$ cat src/rtl/rob_pr_free_q_pkg.sv
// Shared types and sizing for the ROB freed-PR queue that feeds the banked free list.
package rob_pr_free_q_pkg;

  localparam int unsigned LOG_PR_COUNT              = 7;
  localparam int unsigned ROB_PR_FREE_Q_ENTRIES     = 2;
  localparam int unsigned FREE_LIST_BANK_COUNT      = 4;
  localparam int unsigned LOG_FREE_LIST_BANK_COUNT  = 2;
  localparam int unsigned ROB_COMMIT_LANES          = 4;

  typedef logic [LOG_PR_COUNT-1:0] pr_t;

  // One commit bundle: a PR per lane plus the lanes still waiting to drain
  typedef struct packed {
    pr_t [ROB_COMMIT_LANES-1:0]  pr;
    logic [ROB_COMMIT_LANES-1:0] pending;
  } pr_free_bundle_t;

endpackage

$ cat src/rtl/rob_pr_free_q_if.sv
// Commit-side enqueue and free-list drain signals of rob_pr_free_q.
// Carries stall_cycles only when ROB_PR_FREE_Q_STALL_CNT_EN is defined.
interface rob_pr_free_q_if
  import rob_pr_free_q_pkg::*;
#(
  parameter int unsigned PR_FREE_Q_ENTRIES = ROB_PR_FREE_Q_ENTRIES,
  parameter int unsigned LANES             = ROB_COMMIT_LANES,
  parameter int unsigned PR_W              = LOG_PR_COUNT,
  parameter int unsigned BANKS             = FREE_LIST_BANK_COUNT
);
  localparam int unsigned OCC_W = $clog2(PR_FREE_Q_ENTRIES + 1);

  logic                            enq_valid;
  logic [LANES-1:0]                enq_lane_valid;
  logic [LANES-1:0][PR_W-1:0]      enq_lane_PR;
  logic                            enq_ready;
  logic [BANKS-1:0]                free_valid_by_bank;
  logic [BANKS-1:0][PR_W-1:0]      free_PR_by_bank;
  logic [BANKS-1:0]                free_ready_by_bank;
  logic [OCC_W-1:0]                occupancy;
`ifdef ROB_PR_FREE_Q_STALL_CNT_EN
  logic [15:0]                     stall_cycles;

  modport master (
    output enq_valid, enq_lane_valid, enq_lane_PR, free_ready_by_bank,
    input  enq_ready, free_valid_by_bank, free_PR_by_bank, occupancy, stall_cycles
  );
  modport slave (
    input  enq_valid, enq_lane_valid, enq_lane_PR, free_ready_by_bank,
    output enq_ready, free_valid_by_bank, free_PR_by_bank, occupancy, stall_cycles
  );
`else
  modport master (
    output enq_valid, enq_lane_valid, enq_lane_PR, free_ready_by_bank,
    input  enq_ready, free_valid_by_bank, free_PR_by_bank, occupancy
  );
  modport slave (
    input  enq_valid, enq_lane_valid, enq_lane_PR, free_ready_by_bank,
    output enq_ready, free_valid_by_bank, free_PR_by_bank, occupancy
  );
`endif

endinterface

$ cat src/rtl/pr_free_bank_select.sv
// Per-bank picker: for each free-list bank, the lowest pending head lane whose PR maps to it.
module pr_free_bank_select #(
  parameter int unsigned LANES = 4,
  parameter int unsigned PR_W  = 7,
  parameter int unsigned BANKS = 4
) (
  input  logic [LANES-1:0]              i_pend,
  input  logic [LANES-1:0][PR_W-1:0]    i_pr,
  output logic [BANKS-1:0]              o_valid_c,
  output logic [BANKS-1:0][PR_W-1:0]    o_pr_c,
  output logic [BANKS-1:0][LANES-1:0]   o_sel_c
);
  localparam int unsigned BANK_W = $clog2(BANKS);

  // Scan lanes high to low so the lowest matching lane is the last writer
  always_comb begin
    o_valid_c = '0;
    o_pr_c    = '0;
    o_sel_c   = '0;
    for (int b = 0; b < int'(BANKS); b++) begin
      for (int l = int'(LANES) - 1; l >= 0; l--) begin
        if (i_pend[l] && (i_pr[l][BANK_W-1:0] == BANK_W'(b))) begin
          o_valid_c[b]  = 1'b1;
          o_pr_c[b]     = i_pr[l];
          o_sel_c[b]    = '0;
          o_sel_c[b][l] = 1'b1;
        end
      end
    end
  end

endmodule

$ cat src/rtl/rob_pr_free_q.sv
// Circular buffer of ROB commit bundles draining freed PRs into the banked free list.
// Optional feature: ROB_PR_FREE_Q_STALL_CNT_EN adds a saturating bank-stall counter.
module rob_pr_free_q
  import rob_pr_free_q_pkg::*;
#(
  parameter int unsigned PR_FREE_Q_ENTRIES = ROB_PR_FREE_Q_ENTRIES,
  parameter int unsigned LANES             = ROB_COMMIT_LANES,
  parameter int unsigned PR_W              = LOG_PR_COUNT,
  parameter int unsigned BANKS             = FREE_LIST_BANK_COUNT
) (
  input  logic             CLK,
  input  logic             nRST,
  rob_pr_free_q_if.slave   bus
);
  localparam int unsigned PTR_W = $clog2(PR_FREE_Q_ENTRIES);
  localparam int unsigned OCC_W = $clog2(PR_FREE_Q_ENTRIES + 1);

  logic [PTR_W-1:0]           r_head;
  logic [PTR_W-1:0]           r_tail;
  logic [OCC_W-1:0]           r_occ;
  logic [LANES-1:0][PR_W-1:0] r_pr   [PR_FREE_Q_ENTRIES];
  logic [LANES-1:0]           r_pend [PR_FREE_Q_ENTRIES];

  logic                       w_nonempty;
  logic                       w_full;
  logic                       w_enq;
  logic                       w_retire;
  logic [LANES-1:0]           w_head_pend;
  logic [LANES-1:0]           w_clr;
  logic [LANES-1:0]           w_pend_nxt;
  logic [BANKS-1:0]           w_valid;
  logic [BANKS-1:0][PR_W-1:0] w_pr;
  logic [BANKS-1:0][LANES-1:0] w_sel;

  function automatic logic [PTR_W-1:0] ptr_inc(input logic [PTR_W-1:0] p);
    return (p == PTR_W'(PR_FREE_Q_ENTRIES - 1)) ? '0 : p + PTR_W'(1);
  endfunction

  assign w_nonempty  = (r_occ != '0);
  assign w_full      = (r_occ == OCC_W'(PR_FREE_Q_ENTRIES));
  assign w_head_pend = w_nonempty ? r_pend[r_head] : '0;
  // Bundles with no valid lane are dropped without taking a slot
  assign w_enq       = bus.enq_valid && !w_full && (|bus.enq_lane_valid);

  pr_free_bank_select #(
    .LANES (LANES),
    .PR_W  (PR_W),
    .BANKS (BANKS)
  ) u_bank_select (
    .i_pend    (w_head_pend),
    .i_pr      (r_pr[r_head]),
    .o_valid_c (w_valid),
    .o_pr_c    (w_pr),
    .o_sel_c   (w_sel)
  );

  always_comb begin
    w_clr = '0;
    for (int b = 0; b < int'(BANKS); b++) begin
      if (bus.free_ready_by_bank[b]) w_clr = w_clr | w_sel[b];
    end
  end

  assign w_pend_nxt = w_head_pend & ~w_clr;
  assign w_retire   = w_nonempty && (w_pend_nxt == '0);

  // PR payload needs no reset: it is only read through the pending mask
  always_ff @(posedge CLK) begin
    if (w_enq) r_pr[r_tail] <= bus.enq_lane_PR;
  end

  always_ff @(posedge CLK or negedge nRST) begin
    if (!nRST) begin
      r_head <= '0;
      r_tail <= '0;
      r_occ  <= '0;
      for (int e = 0; e < int'(PR_FREE_Q_ENTRIES); e++) r_pend[e] <= '0;
    end else begin
      if (w_nonempty) r_pend[r_head] <= w_pend_nxt;
      if (w_enq) begin
        r_pend[r_tail] <= bus.enq_lane_valid;
        r_tail         <= ptr_inc(r_tail);
      end
      if (w_retire) r_head <= ptr_inc(r_head);
      case ({w_enq, w_retire})
        2'b10:   r_occ <= r_occ + OCC_W'(1);
        2'b01:   r_occ <= r_occ - OCC_W'(1);
        default: r_occ <= r_occ;
      endcase
    end
  end

  assign bus.enq_ready          = !w_full;
  assign bus.occupancy          = r_occ;
  assign bus.free_valid_by_bank = w_valid;
  assign bus.free_PR_by_bank    = w_pr;

`ifdef ROB_PR_FREE_Q_STALL_CNT_EN
  logic [15:0] r_stall;
  logic        w_stall;

  assign w_stall = |(w_valid & ~bus.free_ready_by_bank);

  always_ff @(posedge CLK or negedge nRST) begin
    if (!nRST)                             r_stall <= '0;
    else if (w_stall && (r_stall != '1))   r_stall <= r_stall + 16'd1;
  end

  assign bus.stall_cycles = r_stall;
`endif

endmodule

$ cat src/flat_wrapper.sv
// flat-port wrapper written by rule: the top's interface ports become plain ports
module rob_pr_free_q_flat import rob_pr_free_q_pkg::*;
#(
  parameter int unsigned PR_FREE_Q_ENTRIES = ROB_PR_FREE_Q_ENTRIES,
  parameter int unsigned LANES             = ROB_COMMIT_LANES,
  parameter int unsigned PR_W              = LOG_PR_COUNT,
  parameter int unsigned BANKS             = FREE_LIST_BANK_COUNT
)
  (CLK, nRST, bus_enq_valid, bus_enq_lane_valid, bus_enq_lane_PR, bus_free_ready_by_bank, bus_enq_ready, bus_free_valid_by_bank, bus_free_PR_by_bank, bus_occupancy);
  rob_pr_free_q_if #(.PR_FREE_Q_ENTRIES(PR_FREE_Q_ENTRIES), .LANES(LANES), .PR_W(PR_W), .BANKS(BANKS)) bus_i ();
  input  logic CLK;
  input  logic nRST;
  input wire logic [$bits(bus_i.enq_valid)-1:0] bus_enq_valid;
  input wire logic [$bits(bus_i.enq_lane_valid)-1:0] bus_enq_lane_valid;
  input wire logic [$bits(bus_i.enq_lane_PR)-1:0] bus_enq_lane_PR;
  input wire logic [$bits(bus_i.free_ready_by_bank)-1:0] bus_free_ready_by_bank;
  output wire logic [$bits(bus_i.enq_ready)-1:0] bus_enq_ready;
  output wire logic [$bits(bus_i.free_valid_by_bank)-1:0] bus_free_valid_by_bank;
  output wire logic [$bits(bus_i.free_PR_by_bank)-1:0] bus_free_PR_by_bank;
  output wire logic [$bits(bus_i.occupancy)-1:0] bus_occupancy;
  assign bus_i.enq_valid = bus_enq_valid;
  assign bus_i.enq_lane_valid = bus_enq_lane_valid;
  assign bus_i.enq_lane_PR = bus_enq_lane_PR;
  assign bus_i.free_ready_by_bank = bus_free_ready_by_bank;
  assign bus_enq_ready = bus_i.enq_ready;
  assign bus_free_valid_by_bank = bus_i.free_valid_by_bank;
  assign bus_free_PR_by_bank = bus_i.free_PR_by_bank;
  assign bus_occupancy = bus_i.occupancy;
  rob_pr_free_q #(.PR_FREE_Q_ENTRIES(PR_FREE_Q_ENTRIES), .LANES(LANES), .PR_W(PR_W), .BANKS(BANKS)) u_core (.CLK(CLK), .nRST(nRST), .bus(bus_i));
endmodule
$ cat config.mk
export PLATFORM = sky130hd
export DESIGN_NAME = rob_pr_free_q_flat
export DESIGN_NICKNAME = d
export VERILOG_FILES = /design/src/rtl/rob_pr_free_q_pkg.sv /design/src/rtl/rob_pr_free_q_if.sv /design/src/rtl/pr_free_bank_select.sv /design/src/rtl/rob_pr_free_q.sv /design/src/flat_wrapper.sv
export SDC_FILE = /design/constraint.sdc
export NUM_CORES = 1
export LEC_CHECK = 0
export ABC_AREA = 1
export CORE_UTILIZATION = 35
export DETAILED_ROUTE_END_ITERATION = 6
export PLACE_DENSITY = 0.56
export SLEW_MARGIN = 25
export SYNTH_ARGS = -nofsm -noshare
export SYNTH_HDL_FRONTEND = slang
export SYNTH_SLANG_ARGS = --single-unit
$ cat constraint.sdc
create_clock -name CLK -period 3.4 [get_ports CLK]
set_input_delay 0.34 -clock CLK [delete_from_list [all_inputs] [get_ports CLK]]
set_output_delay 0.34 -clock CLK [all_outputs]
set_load 0.1 [all_outputs]
==> results of run 1 <==
[registers in the layout, indices dropped and copies added, names as in the netlist]
signal,count
u_core.r_pr,56
u_core.r_tail,1
u_core.r_pend,8
u_core.bus.occupancy,2
u_core.r_head,1
[kinds of logic after synthesis]
logic type / after synthesis
other: 1
AND/OR/NAND/NOR: 266
XOR/XNOR: 2
buffers and inverters: 65
flip-flops: 68
AO/OA/AOI/OAI: 76
multiplexers: 5
adder cells (fa/ha/maj): 1
[critical path, cell delays in order (launching register included)]
cell	delay, ps
dfrtp_1	700
buf_4	320
nand2_1	70
nand2_1	110
inv_1	90
nor2_1	140
nand3_2	140
nor2_2	300
nand2_1	110
a32oi_2	280
buf_12	220
[path summary, 6_finish.rpt]
check,start,end,cells after the start
min,nRST,u_core.r_tail,1
min reg2reg,u_core.r_tail,u_core.r_tail,2
max reg2reg,u_core.r_head,u_core.bus.occupancy[1],15
min in group CLK,u_core.r_tail,u_core.r_tail,2
max,u_core.r_head,bus_free_PR_by_bank[9],10
max in group asynchronous,nRST,u_core.r_pend[3],1
[layout make-up]
type | instances | area (µm²) | area share
Tap cell | 143 | 179 | 0.0316
Multi-Input combinational cell | 354 | 2030 | 0.359
Sequential cell | 68 | 1980 | 0.350
Timing Repair Buffer | 79 | 968 | 0.171
Clock buffer | 9 | 225 | 0.0398
Inverter | 49 | 189 | 0.0334
Clock inverter | 6 | 80.1 | 0.0142
[layout by cell type (no fill, tap or decap), types with 2 or more instances in the layout]
master,n
a21oi_2,5
clkbuf_16,9
clkinv_1,2
nand3_2,6
inv_2,8
nand3_1,20
buf_12,22
conb_1,4
or2_2,5
bufinv_16,2
nor2_1,33
nor2_4,10
nand2_2,22
o21ai_2,8
nand2_1,137
o211ai_1,11
nand4_1,9
mux2i_1,4
o22ai_1,4
o21ai_0,16
nor2_2,10
nor2_8,2
a32oi_2,6
inv_1,40
a21oi_1,23
dfrtp_1,12
buf_4,17
edfxtp_1,56
nand2_4,7
nor3_1,2
clkdlybuf4s50_1,40
[per-stage QoR]
stage	utilization	hold WS (ps)	worst slack [ps]
2_1_floorplan	-	44.4	-294
5_1_grt	0.489	417	76.1
4_1_cts	0.489	372	246
3_5_place_dp	0.463	532	447
6_report	0.489	371	238
3_3_place_gp	0.463	511	507
[routing by layer]
layer | track usage | part of all wire | up-vias
met5 | 0 | 0 | -
met4 | 0.105 | 0.034 | 0
met3 | 0.0272 | 0.043 | 26
met2 | 0.307 | 0.46 | 126
met1 | 0.268 | 0.46 | 1659
li1 | - | - | 1776
==> impl_metrics.tcl, run 1 <==
set metrics [dict create \
    initialDrtViolationCount 328 \
    cts_repair_resize_count 0 \
    yosys_most_used_dff "edfxtp_1" \
    synth_top_family_by_area "simple AND/OR/NAND/NOR gates" \
    post-synth-top-count-cell "nand2_1" \
    layout.filler_cells 1055 \
    drcViolationCount 7 \
    finClkSkew_ps 4.44 \
    run_status "finished with violations" \
    synth.cell_area_um2 4210 \
    antenna_violations_before_repair 0 \
    synth_seq_area_share 0.471 \
    dpl.hpwl_mm 8.89 \
    placedCellCount 693 \
    vias_per_cell 5.07 \
    detailedRoute.firstPassIterationCount 7 \
    synth.top_cell.area_share 0.400 \
    report.final.setup_viol 0 \
    cp-start-kind "flop" \
    timing.critical_path.arrival_ps 2820 \
    slew-limit-headroom 0.357 \
    holdBufCountCts 0 \
    dieHeight_um 112 \
    initial_core_util 0.364 \
    violations_in_the_final_reports "design-rule violations" \
    buffer_ports.inserted 69 \
    globalRoute.totalOverflow 0 \
    pin_count_of_the_biggest_net_entering_global_routing 31 \
    slew_limit_fails 0 \
    synth_enable_flop_cells 56 \
    syn_area_per_cell_um2 8.69 \
    clk_pin_slew_worst_setup_hold_paths_ps 50 \
    post-route-period-util 0.930 \
    synthTopCellsByCount "nand2_1, edfxtp_1, inv_1, nor2_1, a21oi_1" \
    postCtsSetupBuffers 0 \
    grt_setup_unrepaired "no" \
    maxCapViolations 0 \
    cts-root-to-sink-buffers 2 \
    synthDominantAreaCellType "edfxtp_1" \
    timing.critical_path.to_type "output pin" \
    synth.area.mux_share 0.0119 \
    final.min_clock_period_ps 3160 \
    r2r_slack_ps 450 \
    postPlaceCellArea_um2 5350 \
    synth_compound_gate_area_share 0.108 \
    grt.total_usage 0.197 \
    clock_tree_from_tritoncts "yes" \
    grt_pass1_vias 3476 \
    yosys_warnings 0 \
    core_box_area_um2 11600 \
    gp_congestion 0.897 \
    dieWidth_um 112 \
    yosys.cell_types.count 39 \
    post_synth_inst_count 484 \
    clock_tree.htree_level_count 3 \
    cts_buffers 9 \
    crit_type "reg -> out" \
    worst_path_required_time_ps 3060 \
    fin_cells 708 \
    design.die.area_um2 12500 \
    io_pins 74 \
    routed-via-count 3587 \
    ys_ff_latch 68 \
    hold_viol 0 \
    clock_tree.root_cell "clkbuf_16" \
    drive_gt1_frac 0.260 \
    avgRoutedWirePerCell_um 16.3 \
    tightest_slew_ps 962 \
    final_design_area_no_fill_um2 5660 \
    cp_max_fo 18 \
    synth_simple_gate_area_share 0.325 \
    post_synth_fa_ha_maj_area_fraction 0.00298 \
    timing.setup.tns_ps 0 \
    n_antenna_cell 0 \
    asyncSetResetFlopFracSynth 0.176 \
    clock_latency_ps 330 \
    hold_path.class "in -> async" \
    synth_xor_area_frac 0.00417 \
    tritoncts_num_sinks 68 \
    grt_pass1_wl_mm 18.7 \
    antenna_violating_nets_post_route 0 \
    fmax_ghz 0.316 \
    std_cell_rows 39 \
    post_detailed_routing_wire_length_mm 11.6 \
    ranking_of_synthesized_cells_by_area "edfxtp_1, nand2_1, dfrtp_1, inv_1, nand2_2" \
    synthToLayoutAreaGrowth_pct 34.5 \
    nets 601 \
]
Power of run 1 is not shown: default switching activity piles up to over one toggle a cycle in this logic, so the estimate is an artifact.
==> run 2, diff against run 1 <==
--- a/config.mk
+++ b/config.mk
@@ -5,7 +5,7 @@
 export SDC_FILE = /design/constraint.sdc
 export NUM_CORES = 1
 export LEC_CHECK = 0
-export ABC_AREA = 1
+export ABC_AREA = 0
 export CORE_UTILIZATION = 35
 export DETAILED_ROUTE_END_ITERATION = 6
 export PLACE_DENSITY = 0.56
==> run 2 against run 1 <==
Net effect: the flow now finishes without violations; synthesized area is 5.5% lower; sequential cell count stayed put; global-route usage decreased by 1.2 points; non-clock buffer count up 13; clock skew up 2.0 ps; hold slack got worse by 6.2 ps; via count down 20%; die area fell by 5.4%; core utilization up 2.3 points; first-iteration DRC count is 52% lower; maximum frequency rose by 0.38%.
==> impl_metrics.tcl, run 2 <==
set metrics [dict create \
    clock_tree_from_tritoncts "yes" \
    clock_tree.root_cell "clkbuf_16" \
    dpl.hpwl_mm 7.52 \
    cp_max_fo 22 \
    detailedRoute.firstPassIterationCount 4 \
    clk_pin_slew_worst_setup_hold_paths_ps 50 \
    initial_core_util 0.363 \
    layout_commonest_cell "edfxtp_1" \
    cts-root-to-sink-buffers 2 \
    yosys_most_used_dff "edfxtp_1" \
    worst_path_required_time_ps 3060 \
    synth_seq_area_share 0.499 \
    regMostFlops "u_core.r_pr" \
    tightest_slew_ps 959 \
    antenna_violating_nets_post_route 0 \
    yosys.cell_types.count 63 \
    ys_ff_latch 68 \
    finClkSkew_ps 6.48 \
    core_box_area_um2 10900 \
    fmax_ghz 0.317 \
    synth.top_cell.area_share 0.423 \
    grt_setup_unrepaired "no" \
    post-route-period-util 0.927 \
    worstRegToRegCells 11 \
    cp-start-kind "flop" \
    postPlaceCellArea_um2 5280 \
    slew_limit_fails 0 \
    synthDominantAreaCellType "edfxtp_1" \
    design.die.area_um2 11800 \
    timing.critical_path.arrival_ps 2810 \
    grt.total_usage 0.186 \
    report.final.setup_viol 0 \
    ranking_of_synthesized_cells_by_area "edfxtp_1, mux2i_1, dfrtp_1, o22ai_1, a211oi_4" \
    synth_enable_flop_cells 56 \
    maxCapViolations 0 \
    critical-path-max-stage-delay_ps 470 \
    crit_chain "buf_4, and3b_1, a31oi_1, or2_1, buf_4, nand3_1, o22ai_1, mux2i_1, mux2i_4, buf_12" \
    post_detailed_routing_wire_length_mm 10.0 \
    slew-limit-headroom 0.359 \
    globalRoute.totalOverflow 0 \
    antenna_violations_before_repair 0 \
    layout_common_cells "edfxtp_1, clkdlybuf4s50_1, mux2i_1" \
    hold_path.class "in -> async" \
    tritoncts_num_sinks 68 \
    largest_register_ffs 56 \
    vias_per_cell 5.25 \
    drt-met1-wl_mm 4.65 \
    nets 441 \
    drcViolationCount 0 \
    wl_met2_mm 4.77 \
    wl_met3_um 526 \
    synth.cell_area_um2 3970 \
    final_design_area_no_fill_um2 5600 \
    buffer_ports.inserted 69 \
    pin_count_of_the_biggest_net_entering_global_routing 25 \
    gp_congestion 0.871 \
    yosys_warnings 0 \
    asyncSetResetFlopFracSynth 0.176 \
    critPathMostFrequentCell "buf_4" \
    highest-signal-layer "met4" \
    cts_buffers 9 \
    run_status "finished, final reports clean" \
    final.min_clock_period_ps 3150 \
    synthTopCellsByCount "edfxtp_1, mux2i_1, o22ai_1, nor2_1, nand3_1" \
    std_cell_rows 38 \
    grt_pass1_wl_mm 15.8 \
    crit_slowest_cell "dfrtp_4" \
    timing.setup.tns_ps 0 \
    synthToLayoutAreaGrowth_pct 40.9 \
    grt_pass1_vias 2958 \
    avgRoutedWirePerCell_um 18.4 \
    clock_tree.htree_level_count 3 \
    routed-via-count 2861 \
    dieHeight_um 109 \
    initialDrtViolationCount 157 \
    syn_area_per_cell_um2 12.8 \
    post_synth_inst_count 310 \
    io_pins 74 \
    dieWidth_um 109 \
    timing.critical_path.to_type "output pin" \
    post-synth-top-count-cell "edfxtp_1" \
    clock_latency_ps 330 \
    hold_viol 0 \
    n_antenna_cell 0 \
    crit_type "reg -> out" \
    drive_gt1_frac 0.311 \
]
-- run 2: final cells by class --
| type | count | area [µm²] |
|---|---|---|
| Clock buffer | 9 | 225 |
| Clock inverter | 6 | 56.3 |
| Fill cell | 991 | 5340 |
| Inverter | 5 | 18.8 |
| Multi-Input combinational cell | 225 | 2000 |
| Sequential cell | 68 | 1990 |
| Tap cell | 140 | 175 |
| Timing Repair Buffer | 92 | 1140 |
-- run 2: metrics by stage --
stage               hold WS, ps  worst slack (ps)  instances  utilization
floorplan                  44.4              -224        313            -
global placement            494               466        526        0.483
detailed placement          518               386        526        0.483
CTS                         379              20.7        541        0.509
global route                413              98.9        545        0.512
finish                      364               249        545        0.512
-- run 2: timing repair --
item / in CTS / in global routing
setup buffers: 0 / 4
resized for setup: 0 / 2
hold buffers: 0 / 0
endpoints found under the setup margin: 0 / 10
-- run 2: critical path, delay by kind of cell (launching register included) --
family,cells,cell delay (ps)
AOI/OAI and AO/OA,2,390
and+or+nand+nor,3,630
buffers and inverters,3,640
muxes,2,360
DFF,1,470
-- run 2: final timing paths --
path | start | end | slack [ps]
max | u_core.r_head | bus_free_PR_by_bank[27] | 250
min | nRST | u_core.r_pend[3] | 360
max reg2reg | u_core.r_head | u_core.bus.occupancy[1] | 440
min reg2reg | u_core.r_tail | u_core.r_tail | 530
max in group asynchronous | nRST | u_core.r_head | 2630
min in group CLK | u_core.r_tail | u_core.r_tail | 530
-- run 2: logic make-up after synthesis --
family,count (synthesis),synth area share
simple gates,90,0.157
flops,68,0.499
mux,64,0.171
compound gates,62,0.128
buf+inv,20,0.0321
xor+xnor,4,0.00882
fa+ha+maj,1,0.00315
other cells,1,0.000944
-- run 2: metal layers --
metal | GRT usage | vias to the layer above
met5 | 0 | -
met3 | 0.0470 | 5
li1 | - | 1395
met2 | 0.289 | 78
met1 | 0.249 | 1383
met4 | 0.0666 | 0
Power of run 2 is left out for the same reason.
==> run 3, diff against run 2 <==
--- a/config.mk
+++ b/config.mk
@@ -6,8 +6,10 @@
 export NUM_CORES = 1
 export LEC_CHECK = 0
 export ABC_AREA = 0
+export CORE_MARGIN = 2
 export CORE_UTILIZATION = 35
 export DETAILED_ROUTE_END_ITERATION = 6
+export MAX_ROUTING_LAYER = met4
 export PLACE_DENSITY = 0.56
 export SLEW_MARGIN = 25
 export SYNTH_ARGS = -nofsm -noshare
==> run 3 against run 2 <==
Net effect: final area increased by 0.42%; final cell count is 1.1% lower; global-route usage decreased by 0.63 points; clock skew is 2.8 ps lower; sequential share of layout area fell by 0.15 points; clock-buffer cell count unchanged; sequential cell count unchanged; non-clock buffer count fell by 7; wire length increased by 1.5%; critical path depth fell by 1; die area grew 3.7%; setup slack worse by 44 ps.
==> impl_metrics.tcl, run 3 (synthesized netlist as in run 2, its figures left out) <==
set metrics [dict create \
    run_status "finished, final reports clean" \
    fin_cells 539 \
    hold_path.class "in -> async" \
    cts-root-to-sink-buffers 2 \
    multi_input_area_um2 2000 \
    dieWidth_um 111 \
    slew-limit-headroom 0.358 \
    finClkSkew_ps 3.71 \
    critical-path-max-stage-delay_ps 620 \
    report.final.setup_viol 0 \
    final_design_area_no_fill_um2 5620 \
    postPlaceCellArea_um2 5270 \
    critPathMostFrequentCell "buf_12" \
    synthToLayoutAreaGrowth_pct 41.5 \
    antenna_violations_before_repair 0 \
    placedCellCount 523 \
    fmax_ghz 0.313 \
    drcViolationCount 0 \
    r2r_slack_ps 440 \
    regMostFlops "u_core.r_pr" \
    layout_common_cells "edfxtp_1, clkdlybuf4s50_1, mux2i_1" \
    drive_gt1_frac 0.303 \
    cts_buffers 9 \
    grt_pass1_wl_mm 16.7 \
    buffer_ports.inserted 69 \
    tightest_slew_ps 960 \
    cp-endpoint "bus_free_PR_by_bank[24]" \
    dieHeight_um 111 \
    layout_commonest_cell "edfxtp_1" \
    post_detailed_routing_wire_length_mm 10.2 \
    io_pins 74 \
    grt_setup_unrepaired "no" \
    crit_type "reg -> out" \
    hold_viol 0 \
    nets 434 \
    avgRoutedWirePerCell_um 18.9 \
    cp_launch_point "u_core.r_head" \
    layout.filler_cells 954 \
    pin_count_of_the_biggest_net_entering_global_routing 29 \
    r2r-end "u_core.bus.occupancy[1]" \
    tritoncts_num_sinks 68 \
    std_cell_rows 38 \
    worst_r2r_src "u_core.r_head" \
    clock_tree.root_cell "clkbuf_16" \
    globalRoute.totalOverflow 0 \
    clock_tree.htree_level_count 3 \
    initial_core_util 0.363 \
    design.die.area_um2 12200 \
    maxCapViolations 0 \
    timing.critical_path.arrival_ps 2850 \
    crit_chain "buf_12, and3b_1, a31oi_1, or2_4, nand3_1, o22ai_1, mux2i_1, mux2i_4, buf_12" \
    dpl.hpwl_mm 7.57 \
    core_box_area_um2 10900 \
    layout.area.seq_um2 1990 \
    crit_slowest_cell "dfrtp_4" \
    cp_max_fo 28 \
    gp_congestion 0.857 \
    routed-via-count 2891 \
    antenna_violating_nets_post_route 0 \
    postCtsSetupBuffers 0 \
    timing.critical_path.to_type "output pin" \
    post-route-period-util 0.940 \
    initialDrtViolationCount 170 \
    n_antenna_cell 0 \
    final.min_clock_period_ps 3190 \
    clock_latency_ps 330 \
    clock_tree_from_tritoncts "yes" \
    detailedRoute.firstPassIterationCount 4 \
    vias_per_cell 5.36 \
    slew_limit_fails 0 \
    largest_register_ffs 56 \
    worst_path_required_time_ps 3060 \
    worstRegToRegCells 10 \
    clk_pin_slew_worst_setup_hold_paths_ps 60 \
    cp-start-kind "flop" \
    grt.total_usage 0.179 \
    grt_pass1_vias 3145 \
]
-- run 3: metal layers --
metal  global-route usage  part of all wire  vias up
met2                0.275              0.47       84
li1                     -                 -     1382
met3               0.0318             0.045       11
met1                0.241              0.47     1414
met5                    -                 0        -
met4               0.0625             0.011        0
-- run 3: how the worst min path moves through the flow --
stage	depth (start not counted)	endpoint	slack, ps
2_1_floorplan	0	u_core.bus.occupancy[0]	40
3_3_place_gp	2	u_core.r_tail	490
3_5_place_dp	2	u_core.r_tail	520
4_1_cts	1	u_core.r_tail	390
5_1_grt	1	u_core.r_tail	420
6_report	1	u_core.r_tail	370
-- run 3: metrics by stage --
stage | util | setup slack (ps) | TNS, ps | hold WS (ps)
CTS | 0.514 | 3.08 | 0 | 387
finish | 0.514 | 205 | 0 | 369
global placement | 0.482 | 381 | 0 | 495
global route | 0.514 | 54.5 | 0 | 420
detailed placement | 0.482 | 253 | 0 | 515
floorplan | - | -224 | -240 | 44.4
-- run 3: layout make-up --
| class | instances | area share |
|---|---|---|
| tap | 140 | 0.0311 |
| clock buffer | 9 | 0.0400 |
| multi-input combinational | 225 | 0.355 |
| sequential | 68 | 0.353 |
| clock inverter | 7 | 0.0218 |
| inverter | 5 | 0.00334 |
| timing repair buffer | 85 | 0.196 |
-- run 3: critical path, delay by kind of cell (launching register included) --
family	cells	cell delay, ps
muxes	2	330
buffers and inverters	2	430
DFF	1	620
and+or+nand+nor	3	670
AOI/OAI and AO/OA	2	460
-- run 3: repair_timing --
item,CTS,global route
resized for setup,0,2
endpoints found under the setup margin,0,11
hold buffers,0,0
Power of run 3 is left out for the same reason.
